<file path="src/rtl/spi_flash_writer.sv">
// spi_flash_writer: W25Q sector-erase / page-program sequencer with WREN, command, data and WIP polling
module spi_flash_writer #(
  parameter int SCK_HALF = 2,
  parameter int CS_GAP = 4,
  parameter logic [23:0] POLL_LIMIT = 24'd4000000
) (
  input  logic        clk,
  input  logic        rst,
  input  logic [23:0] addr,
  input  logic [8:0]  len,
  input  logic        erase,
  input  logic        go,
  output logic        rdy,
  input  logic [7:0]  wr_data,
  input  logic        wr_valid,
  output logic        wr_ready,
  output logic        done,
  output logic        err,
  output logic        spi_mosi,
  input  logic        spi_miso,
  output logic        spi_cs_n,
  output logic        spi_clk
);
  typedef enum logic [3:0] {IDLE, WREN, GAP_W, CMD, DATA, GAP_C, POLL, GAP_P, FINISH} state_t;
  localparam int DW = $clog2(SCK_HALF + 1);
  localparam int GW = $clog2(CS_GAP + 1);
  state_t state, state_n;
  logic [23:0] a_r, poll_cnt;
  logic [8:0] len_r, byte_cnt;
  logic [7:0] sh, rx, load_byte;
  logic [2:0] bit_cnt;
  logic [DW-1:0] div;
  logic [GW-1:0] gap_cnt;
  logic er_r, loaded, sck, cs_n, rd, fail;
  logic tick, byte_end, accept, ovf, bad, load, active, gap_end, stat_end, poll_stop;
  assign tick = div == DW'(SCK_HALF - 1);
  assign byte_end = loaded && tick && sck && bit_cnt == 3'd7;
  assign rdy = state == IDLE || state == FINISH;
  assign accept = go && rdy;
  assign ovf = 10'(addr[7:0]) + 10'(len) > 10'd256;
  assign bad = !erase && (len == 9'd0 || ovf);
  assign gap_end = gap_cnt == GW'(CS_GAP - 1);
  assign stat_end = state == POLL && byte_end && rd;
  assign poll_stop = !rx[0] || poll_cnt >= POLL_LIMIT - 24'd1;
  assign wr_ready = state == DATA && byte_cnt < len_r && (!loaded || byte_end);
  assign active = state_n inside {WREN, CMD, DATA, POLL};
  assign done = state == FINISH;
  assign err = done && fail;
  assign spi_clk = sck;
  assign spi_cs_n = cs_n;
  assign spi_mosi = sh[7];
  // Each active state leaves only once its last byte has fully shifted, so CS rises a cycle after the final SCK fall.
  always_comb begin
    state_n = state;
    load = 1'b0;
    load_byte = 8'h00;
    case (state)
      IDLE, FINISH: state_n = accept ? (bad ? FINISH : WREN) : IDLE;
      WREN: begin
        load = !loaded && byte_cnt == 9'd0;
        load_byte = 8'h06;
        if (byte_cnt == 9'd1 && !loaded) state_n = GAP_W;
      end
      CMD: begin
        load = byte_cnt < 9'd4 && (!loaded || byte_end);
        load_byte = byte_cnt == 9'd0 ? (er_r ? 8'h20 : 8'h02) :
                    byte_cnt == 9'd1 ? a_r[23:16] : byte_cnt == 9'd2 ? a_r[15:8] : a_r[7:0];
        if (byte_cnt == 9'd4 && !loaded) state_n = er_r ? GAP_C : DATA;
      end
      DATA: begin
        load = wr_valid && wr_ready;
        load_byte = wr_data;
        if (byte_cnt == len_r && !loaded) state_n = GAP_C;
      end
      POLL: begin
        load = byte_cnt == 9'd0 ? !loaded : byte_end && (!rd || !poll_stop);
        load_byte = byte_cnt == 9'd0 ? 8'h05 : 8'h00;
        if (byte_cnt != 9'd0 && !loaded) state_n = GAP_P;
      end
      GAP_W: if (gap_end) state_n = CMD;
      GAP_C: if (gap_end) state_n = POLL;
      GAP_P: if (gap_end) state_n = FINISH;
      default: state_n = IDLE;
    endcase
  end
  always_ff @(posedge clk) begin
    if (rst) begin
      state <= IDLE;
      cs_n <= 1'b1;
      sck <= 1'b0;
      sh <= 8'h00;
      rx <= 8'h00;
      loaded <= 1'b0;
      bit_cnt <= 3'd0;
      div <= '0;
      gap_cnt <= '0;
      byte_cnt <= 9'd0;
      poll_cnt <= 24'd0;
      rd <= 1'b0;
      fail <= 1'b0;
      a_r <= 24'd0;
      len_r <= 9'd0;
      er_r <= 1'b0;
    end else begin
      state <= state_n;
      cs_n <= !active;
      byte_cnt <= state_n != state ? 9'd0 : byte_cnt + 9'(load && byte_cnt != 9'h1ff);
      gap_cnt <= state_n != state ? '0 : gap_cnt + GW'(!gap_end);
      rd <= state_n == state && (rd || (load && state == POLL && byte_cnt != 9'd0));
      if (accept) begin
        a_r <= addr;
        len_r <= len;
        er_r <= erase;
        fail <= !erase && ovf;
        poll_cnt <= 24'd0;
      end
      if (stat_end) begin
        poll_cnt <= poll_cnt + 24'(poll_cnt != POLL_LIMIT);
        fail <= rx[0];
      end
      if (load) begin
        sh <= load_byte;
        bit_cnt <= 3'd0;
        div <= '0;
        sck <= 1'b0;
        loaded <= 1'b1;
      end else if (loaded) begin
        div <= tick ? '0 : div + DW'(1);
        if (tick) begin
          sck <= !sck;
          if (!sck) rx <= {rx[6:0], spi_miso};
          else if (bit_cnt == 3'd7) loaded <= 1'b0;
          else begin
            bit_cnt <= bit_cnt + 3'd1;
            sh <= {sh[6:0], 1'b0};
          end
        end
      end
    end
  end
endmodule

</file>
<file path="config.mk">
export PLATFORM = sky130hd
export DESIGN_NAME = spi_flash_writer
export DESIGN_NICKNAME = d
export VERILOG_FILES = /design/src/rtl/spi_flash_writer.sv
export SDC_FILE = /design/constraint.sdc
export NUM_CORES = 1
export LEC_CHECK = 0
export ABC_CLOCK_PERIOD_IN_PS = 3100
export BUFFER_PORTS_ARGS = -buffer_cell sky130_fd_sc_hd__buf_4
export CELL_PAD_IN_SITES_DETAIL_PLACEMENT = 0
export CELL_PAD_IN_SITES_GLOBAL_PLACEMENT = 1
export CORE_UTILIZATION = 40
export DETAILED_ROUTE_END_ITERATION = 10
export GPL_TIMING_DRIVEN = 0
export PLACE_DENSITY_LB_ADDON = 0.1
export SETUP_SLACK_MARGIN = 0.15
export SLEW_MARGIN = 40
export SYNTH_ARGS = -nofsm -noshare
export SYNTH_HDL_FRONTEND = slang
export SYNTH_SLANG_ARGS = --single-unit
</file>
<file path="constraint.sdc">
create_clock -name clk -period 3.1 [get_ports clk]
set_input_delay 0.31 -clock clk [delete_from_list [all_inputs] [get_ports clk]]
set_output_delay 0.31 -clock clk [all_outputs]
set_load 0.005 [all_outputs]
</file>
==> results of run 1 <==
-- cells in the final DEF, fill, tap and decap left out, drive strengths merged, types with 8 or more instances in the layout --
| master | instances |
|---|---|
| a21oi | 70 |
| a211oi | 13 |
| buf | 70 |
| nor3b | 14 |
| clkbuf | 37 |
| and3 | 13 |
| nand4 | 18 |
| nand2 | 113 |
| ha | 25 |
| inv | 26 |
| o211ai | 8 |
| dfxtp | 93 |
| nor2 | 48 |
| o22ai | 8 |
| nor3 | 13 |
| o21ai | 23 |
| nand3 | 32 |
| nor4 | 10 |
| xnor2 | 11 |
-- metal layers --
| layer | vias up | GRT usage [%] | wire (microns) |
|---|---|---|---|
| met5 | - | 0 | 0 |
| met1 | 2470 | 31.73 | 7898 |
| met4 | 0 | 9.219 | 377 |
| met2 | 106 | 39.45 | 7879 |
| met3 | 26 | 2.852 | 592 |
| li1 | 2638 | - | - |
-- per-stage QoR --
stage	setup WS, ns	hold WS (ns)	instance area (sq um)	instances	utilization (%)
final	0.2984	0.2126	6543	936	49.02
after detailed placement	-0.1531	0.4469	6156	917	46.12
after global placement	-0.1184	0.4406	6156	917	46.12
after CTS	0.1772	0.2102	6449	933	48.31
after global routing	0.1338	0.2170	6543	936	49.02
after floorplan	0.5293	0.4314	5538	688	-
-- final timing paths --
| path | endpoint | slack [ns] | cells after the start |
|---|---|---|---|
| hold / removal | a_r[16]$_SDFFE_PP0P_ | 0.21 | 3 |
| setup reg to reg | byte_cnt[6]$_SDFF_PP0_ | 0.30 | 12 |
| hold reg to reg | len_r[1]$_SDFFE_PP0P_ | 0.46 | 2 |
| setup / recovery | byte_cnt[6]$_SDFF_PP0_ | 0.30 | 12 |
-- worst reg2reg max path, delay by kind of cell (launching register included) --
family / cells / cell delay, ns
AO/OA/AOI/OAI: 4 / 0.80
XOR/XNOR: 1 / 0.15
adder cells (fa/ha/maj): 2 / 0.37
flip-flops: 1 / 0.36
AND/OR/NAND/NOR: 5 / 1.03
-- cells by family after synthesis --
family / Yosys count
compound gates: 177
xor+xnor: 16
fa+ha+maj: 26
buf+inv: 66
flops: 93
mux: 12
simple gates: 298
-- power by group through the flow --
stage,clock network (W),registers (W),logic (W)
6_report,0.00105,0.00135,0.000777
5_1_grt,0.00111,0.00136,0.000860
4_1_cts,0.00107,0.00135,0.000761
3_5_place_dp,0,0.00138,0.000756
3_3_place_gp,0,0.00138,0.000745
2_1_floorplan,0,0.00135,0.000520
-- state kept, by name (all words and copies together), names as in the netlist, 2 cells and up --
signal    cells
bit_cnt       3
len_r         9
div           2
sh            8
gap_cnt       3
a_r          24
poll_cnt     24
byte_cnt      9
state         4
-- what timing repair did --
item                       4_1_cts  5_1_grt
resized for setup                5       15
setup buffers                    0        3
gates cloned                     0        0
setup endpoints to repair        7        7
hold buffers                     0        0
pin swaps                        0        7
-- cell type report --
cell class	instances	area, sq um
fill	1334	6805
multi-input combinational	529	3467
clock inverter	4	22.52
buffer	39	190.2
sequential	93	1863
clock buffer	12	256.5
tap	176	220.2
inverter	27	102.6
timing repair buffer	56	420.4
==> results.py, run 1 <==
metrics = {
    "power_and_ir_drop": {
        "ir_worst_vdd_v": 0.0002543,
        "p_total_w": 0.003181,
        "power_density_nw_per_um2": 486.2,
        "switching_power_w": 0.001002,
        "seqPwrFrac_pct": 42.5,
        "comb_power_share_pct": 24.4,
        "p_leak_nw": 2.346,
        "switching_share_pct": 31.49,
        "clockPowerShare_pct": 33.1,
        "p_int_w": 0.002179,
    },
    "die": {
        "die_w_microns": 119.7,
        "core_sq_um": 13350,
        "die_h_microns": 119.7,
        "std_cell_rows": 42,
        "num_io_pins": 54,
        "die_area_sq_um": 14320,
        "initial_core_util_pct": 41.49,
    },
    "sta": {
        "period_share_pct": 90.37,
        "rsz0062_at_grt": "true",
        "fmax_ghz": 0.3569,
        "setup_viol": 0,
        "slew_violations": 0,
        "fin_tns_setup_ns": 0,
        "hold_viol_final": 0,
        "period_needed_ns": 2.802,
        "skew_ns": 0.009581,
        "slew_headroom_pct": 52.02,
        "worst_pin_slew_ns": 0.7197,
    },
    "synthesis": {
        "async_reset_ff_share_pct": 0,
        "yosys.area_share.adder_pct": 6.010,
        "syn_area_per_cell_sq_um": 8.049,
        "synth-edff-count": 0,
        "synth_compound_area_share_pct": 21.98,
        "ys_seq_elements": 93,
        "synth-simple-area-share_pct": 28.31,
        "synth_top_area_cell": "dfxtp_1",
        "synth.area.top_cells": "dfxtp_1 34%, nand2_1 7.7%, a21oi_1 6.3%, ha_1 5.6%, nor2_1 3.2%",
        "yosys.area_share.xor_xnor_pct": 2.531,
        "synth_fp_nets": 761,
        "synth_mux_area_share_pct": 2.305,
        "yosysMostFrequentCell": "nand2_1",
        "synthTopCellsByCount": "113 x nand2_1, 93 x dfxtp_1, 70 x a21oi_1",
        "yosysSeqAreaShare_pct": 33.62,
        "netlist_instances": 688,
        "synth_area_sq_um": 5538,
        "synth_top_area_share_pct": 33.62,
        "yosysWarnings": 0,
        "synth_top_family_by_area": "simple AND/OR/NAND/NOR gates",
        "synth_top_flop_cell": "dfxtp_1",
        "synth_cell_types": 85,
    },
    "cts": {
        "cts.sinks": 93,
        "root_buffer": "clkbuf_16",
        "cts.clk_slew.worst_paths_ns": 0.07,
        "htree_levels": 3,
        "clkLatencyLatePin_ns": 0.35,
        "cts_buffers": 9,
        "clock_path_buffers": 2,
        "cts_tree": "yes",
    },
    "route": {
        "vias_per_cell": 5.598,
        "num_vias": 5240,
        "ant_nets": 0,
        "wl_per_cell_microns": 17.89,
        "routed_wl_microns": 16750,
        "detail_route.iter0.violations": 300,
        "first_pass_iters": 5,
        "drcViolationCount": 0,
    },
    "global_route": {
        "grt_first_pass_wirelength_microns": 26280,
        "antenna_found_initial": 0,
        "grt_pass1_vias": 4941,
        "grt_start_max_net_pins": 15,
        "track_usage_pct": 23.88,
        "overflow": 0,
    },
    "setup_path": {
        "crit_chain": "or4_1 -> nor2_2 -> a311o_1 -> a21oi_1 -> o221ai_1 -> o31a_1 -> ha_2 -> ha_4 -> nand3_2 -> nor2_2 -> xnor2_1 -> nor3b_2",
        "critical_path_buf_inv_count": 0,
        "cpMostUsedCell": "nor2_2",
        "r2r-start": "poll_cnt[13]$_SDFFE_PP0P_",
        "required_ns": 3.34,
        "critical_path_class": "flip-flop to flip-flop",
        "startpoint_type": "flip-flop",
        "cp.arrival_ns": 3.04,
        "crit_slowest_cell": "or4_1",
        "slowest_delay_ns": 0.54,
        "crit_path_start": "poll_cnt[13]$_SDFFE_PP0P_",
        "cp_top_family": "simple AND/OR/NAND/NOR gates",
        "cp_max_fo": 5,
        "crit_path_end_kind": "flip-flop",
    },
    "placed_design": {
        "place_hpwl_microns": 13020,
        "gp_congestion": 0.8870,
        "port_buffers": 53,
    },
    "worst_hold_path": {
        "hold_path.class": "input port to flip-flop",
        "min_from": "addr[16]",
    },
    "cells_and_area": {
        "syn_to_final_growth_pct": 18.14,
        "nNetsFinal": 828,
        "num_antenna_cells": 0,
        "drive_above_1_share_pct": 18.68,
    },
    "run_status": {
        "status": "finished, final reports clean",
    },
    "flow_run": {
        "maxCapViolCount": 0,
    },
}
Power figures use the tool's default switching activity.
==> inputs of run 2 (changes only) <==
Settings changed: REMOVE_ABC_BUFFERS from default to 1.
==> results.py, run 2 (synthesis gave the netlist of run 1 again) <==
metrics = {
    "setup_path": {
        "required_ns": 3.34,
        "cp.arrival_ns": 3.06,
        "cpMostUsedCell": "ha_2",
        "crit_chain": "or4_1 -> nor2_2 -> a311o_1 -> a21oi_1 -> o221ai_2 -> o31a_1 -> ha_2 -> ha_2 -> nand3_2 -> nor2_1 -> xnor2_1 -> nor3b_2",
        "cp_max_fo": 5,
        "slowest_delay_ns": 0.54,
        "critical_path_buf_inv_count": 0,
        "crit_slowest_cell": "or4_1",
        "critical_path_class": "flip-flop to flip-flop",
        "startpoint_type": "flip-flop",
        "crit_path_end_kind": "flip-flop",
        "cp_top_family": "simple AND/OR/NAND/NOR gates",
    },
    "cells_and_area": {
        "top_regs": "a_r x24, poll_cnt x24",
        "final_cell_mix": "112 x nand2_1, 87 x dfxtp_1, 69 x a21oi_1, 64 x buf_4, 45 x nor2_1",
        "num_antenna_cells": 0,
        "seq_area_sq_um": 1874,
        "syn_to_final_growth_pct": 18.23,
        "drive_above_1_share_pct": 20.54,
        "multi_input_area_sq_um": 3498,
        "fill_cells": 1352,
        "final_common_cell": "nand2_1",
        "nNetsFinal": 803,
    },
    "power_and_ir_drop": {
        "ir_worst_vdd_v": 0.0002600,
        "p_leak_nw": 2.349,
        "power_density_nw_per_um2": 501.4,
    },
    "route": {
        "vias_per_cell": 5.785,
        "drcViolationCount": 0,
        "wl_met1_microns": 7015,
        "detail_route.iter0.violations": 346,
        "routed_wl_microns": 15660,
        "route.met2.wl_microns": 7799,
        "wl_met3_microns": 570,
        "num_vias": 5270,
        "wl_per_cell_microns": 17.19,
        "routed.top_layer": "met4",
        "first_pass_iters": 5,
        "ant_nets": 0,
    },
    "placed_design": {
        "port_buffers": 53,
        "gp_congestion": 0.8524,
        "place_ws_ns": -0.6244,
        "place_hpwl_microns": 11050,
    },
    "sta": {
        "period_share_pct": 90.96,
        "fin_tns_setup_ns": 0,
        "fmax_ghz": 0.3546,
        "period_needed_ns": 2.820,
        "slew_violations": 0,
        "slew_headroom_pct": 58.40,
        "skew_ns": 0.007060,
        "setup_viol": 0,
        "setup_ws_ns": 0.2802,
        "hold_viol_final": 0,
        "rsz0062_at_grt": "true",
        "worst_pin_slew_ns": 0.6240,
    },
    "cts": {
        "root_buffer": "clkbuf_16",
        "clock_path_buffers": 2,
        "cts.sinks": 93,
        "cts_buffers": 9,
        "cts_tree": "yes",
        "htree_levels": 3,
        "postCtsHoldBufs": 0,
        "clkLatencyLatePin_ns": 0.35,
        "cts.clk_slew.worst_paths_ns": 0.06,
    },
    "worst_hold_path": {
        "hold_path.class": "input port to flip-flop",
    },
    "die": {
        "die_h_microns": 119.7,
        "num_io_pins": 54,
        "die_w_microns": 119.7,
        "std_cell_rows": 42,
        "core_sq_um": 13350,
        "initial_core_util_pct": 41.49,
        "die_area_sq_um": 14320,
    },
    "global_route": {
        "track_usage_pct": 22.25,
        "antenna_found_initial": 0,
        "grt_first_pass_wirelength_microns": 25000,
        "grt_start_max_net_pins": 76,
        "overflow": 0,
        "grt_pass1_vias": 4937,
    },
    "run_status": {
        "status": "finished, final reports clean",
    },
    "flow_run": {
        "maxCapViolCount": 0,
    },
}
==> run 2: cell types whose count changed in the layout (fill, tap and decap cells not counted), moves of 2 or more <==
cell,delta
buf_1,-2
buf_12,+2
buf_2,-5
buf_4,+6
clkbuf_1,-22
clkinv_2,-3
dfxtp_1,-5
dfxtp_2,+3
dfxtp_4,+2
nor4_2,+2
==> run 2: routing by layer <==
layer | GRT usage [%] | up-vias
met1 | 28.38 | 2536
met2 | 37.72 | 115
met3 | 2.614 | 20
li1 | - | 2599
met4 | 9.688 | 0
met5 | 0 | -
==> run 2: worst register-to-register path, cell delays in order (launching register included) <==
cell	delay [ns]
dfxtp_1	0.33
or4_1	0.54
nor2_2	0.16
a311o_1	0.26
a21oi_1	0.10
o221ai_2	0.23
o31a_1	0.18
ha_2	0.20
ha_2	0.21
nand3_2	0.13
nor2_1	0.15
xnor2_1	0.15
nor3b_2	0.06
==> run 2: timing repair <==
action,in CTS,in global routing
setup buffers,7,5
pin swaps,2,5
endpoints found under the setup margin,27,4
gates resized for setup,14,11
==> run 2: final cells by class <==
class,count,area share [%]
inverters,27,1.586
multi-input cells,529,53.43
clock buffers,13,3.975
well taps,176,3.363
flip-flops and latches,93,28.63
repair buffers,70,8.351
clock inverters,3,0.6688
==> run 2: worst paths after layout <==
path | slack [ns] | endpoint | cells past startpoint | startpoint
max | 0.28 | byte_cnt[8]$_SDFF_PP0_ | 12 | poll_cnt[13]$_SDFFE_PP0P_
min | 0.20 | a_r[20]$_SDFFE_PP0P_ | 3 | addr[20]
max reg2reg | 0.28 | byte_cnt[8]$_SDFF_PP0_ | 12 | poll_cnt[13]$_SDFFE_PP0P_
min reg2reg | 0.45 | len_r[1]$_SDFFE_PP0P_ | 2 | len_r[1]$_SDFFE_PP0P_
==> run 2: power breakdown <==
group          switching [W]  internal, W  total [W]
combinational       0.000432     0.000330   0.000762
clock               0.000471     0.000670    0.00114
sequential         0.0000912      0.00129    0.00138
==> run 2: stage by stage <==
step	total power [W]	std cells	utilization [%]	cell area, sq um	hold WS (ns)
6_report	0.003283	911	49.05	6548	0.2014
3_5_place_dp	0.002099	883	45.28	6043	0.4468
3_3_place_gp	0.002071	878	44.70	5967	0.4422
4_1_cts	0.003285	906	48.44	6466	0.1987
5_1_grt	0.003448	911	49.05	6548	0.2148
2_1_floorplan	0.001824	649	-	5349	0.3791
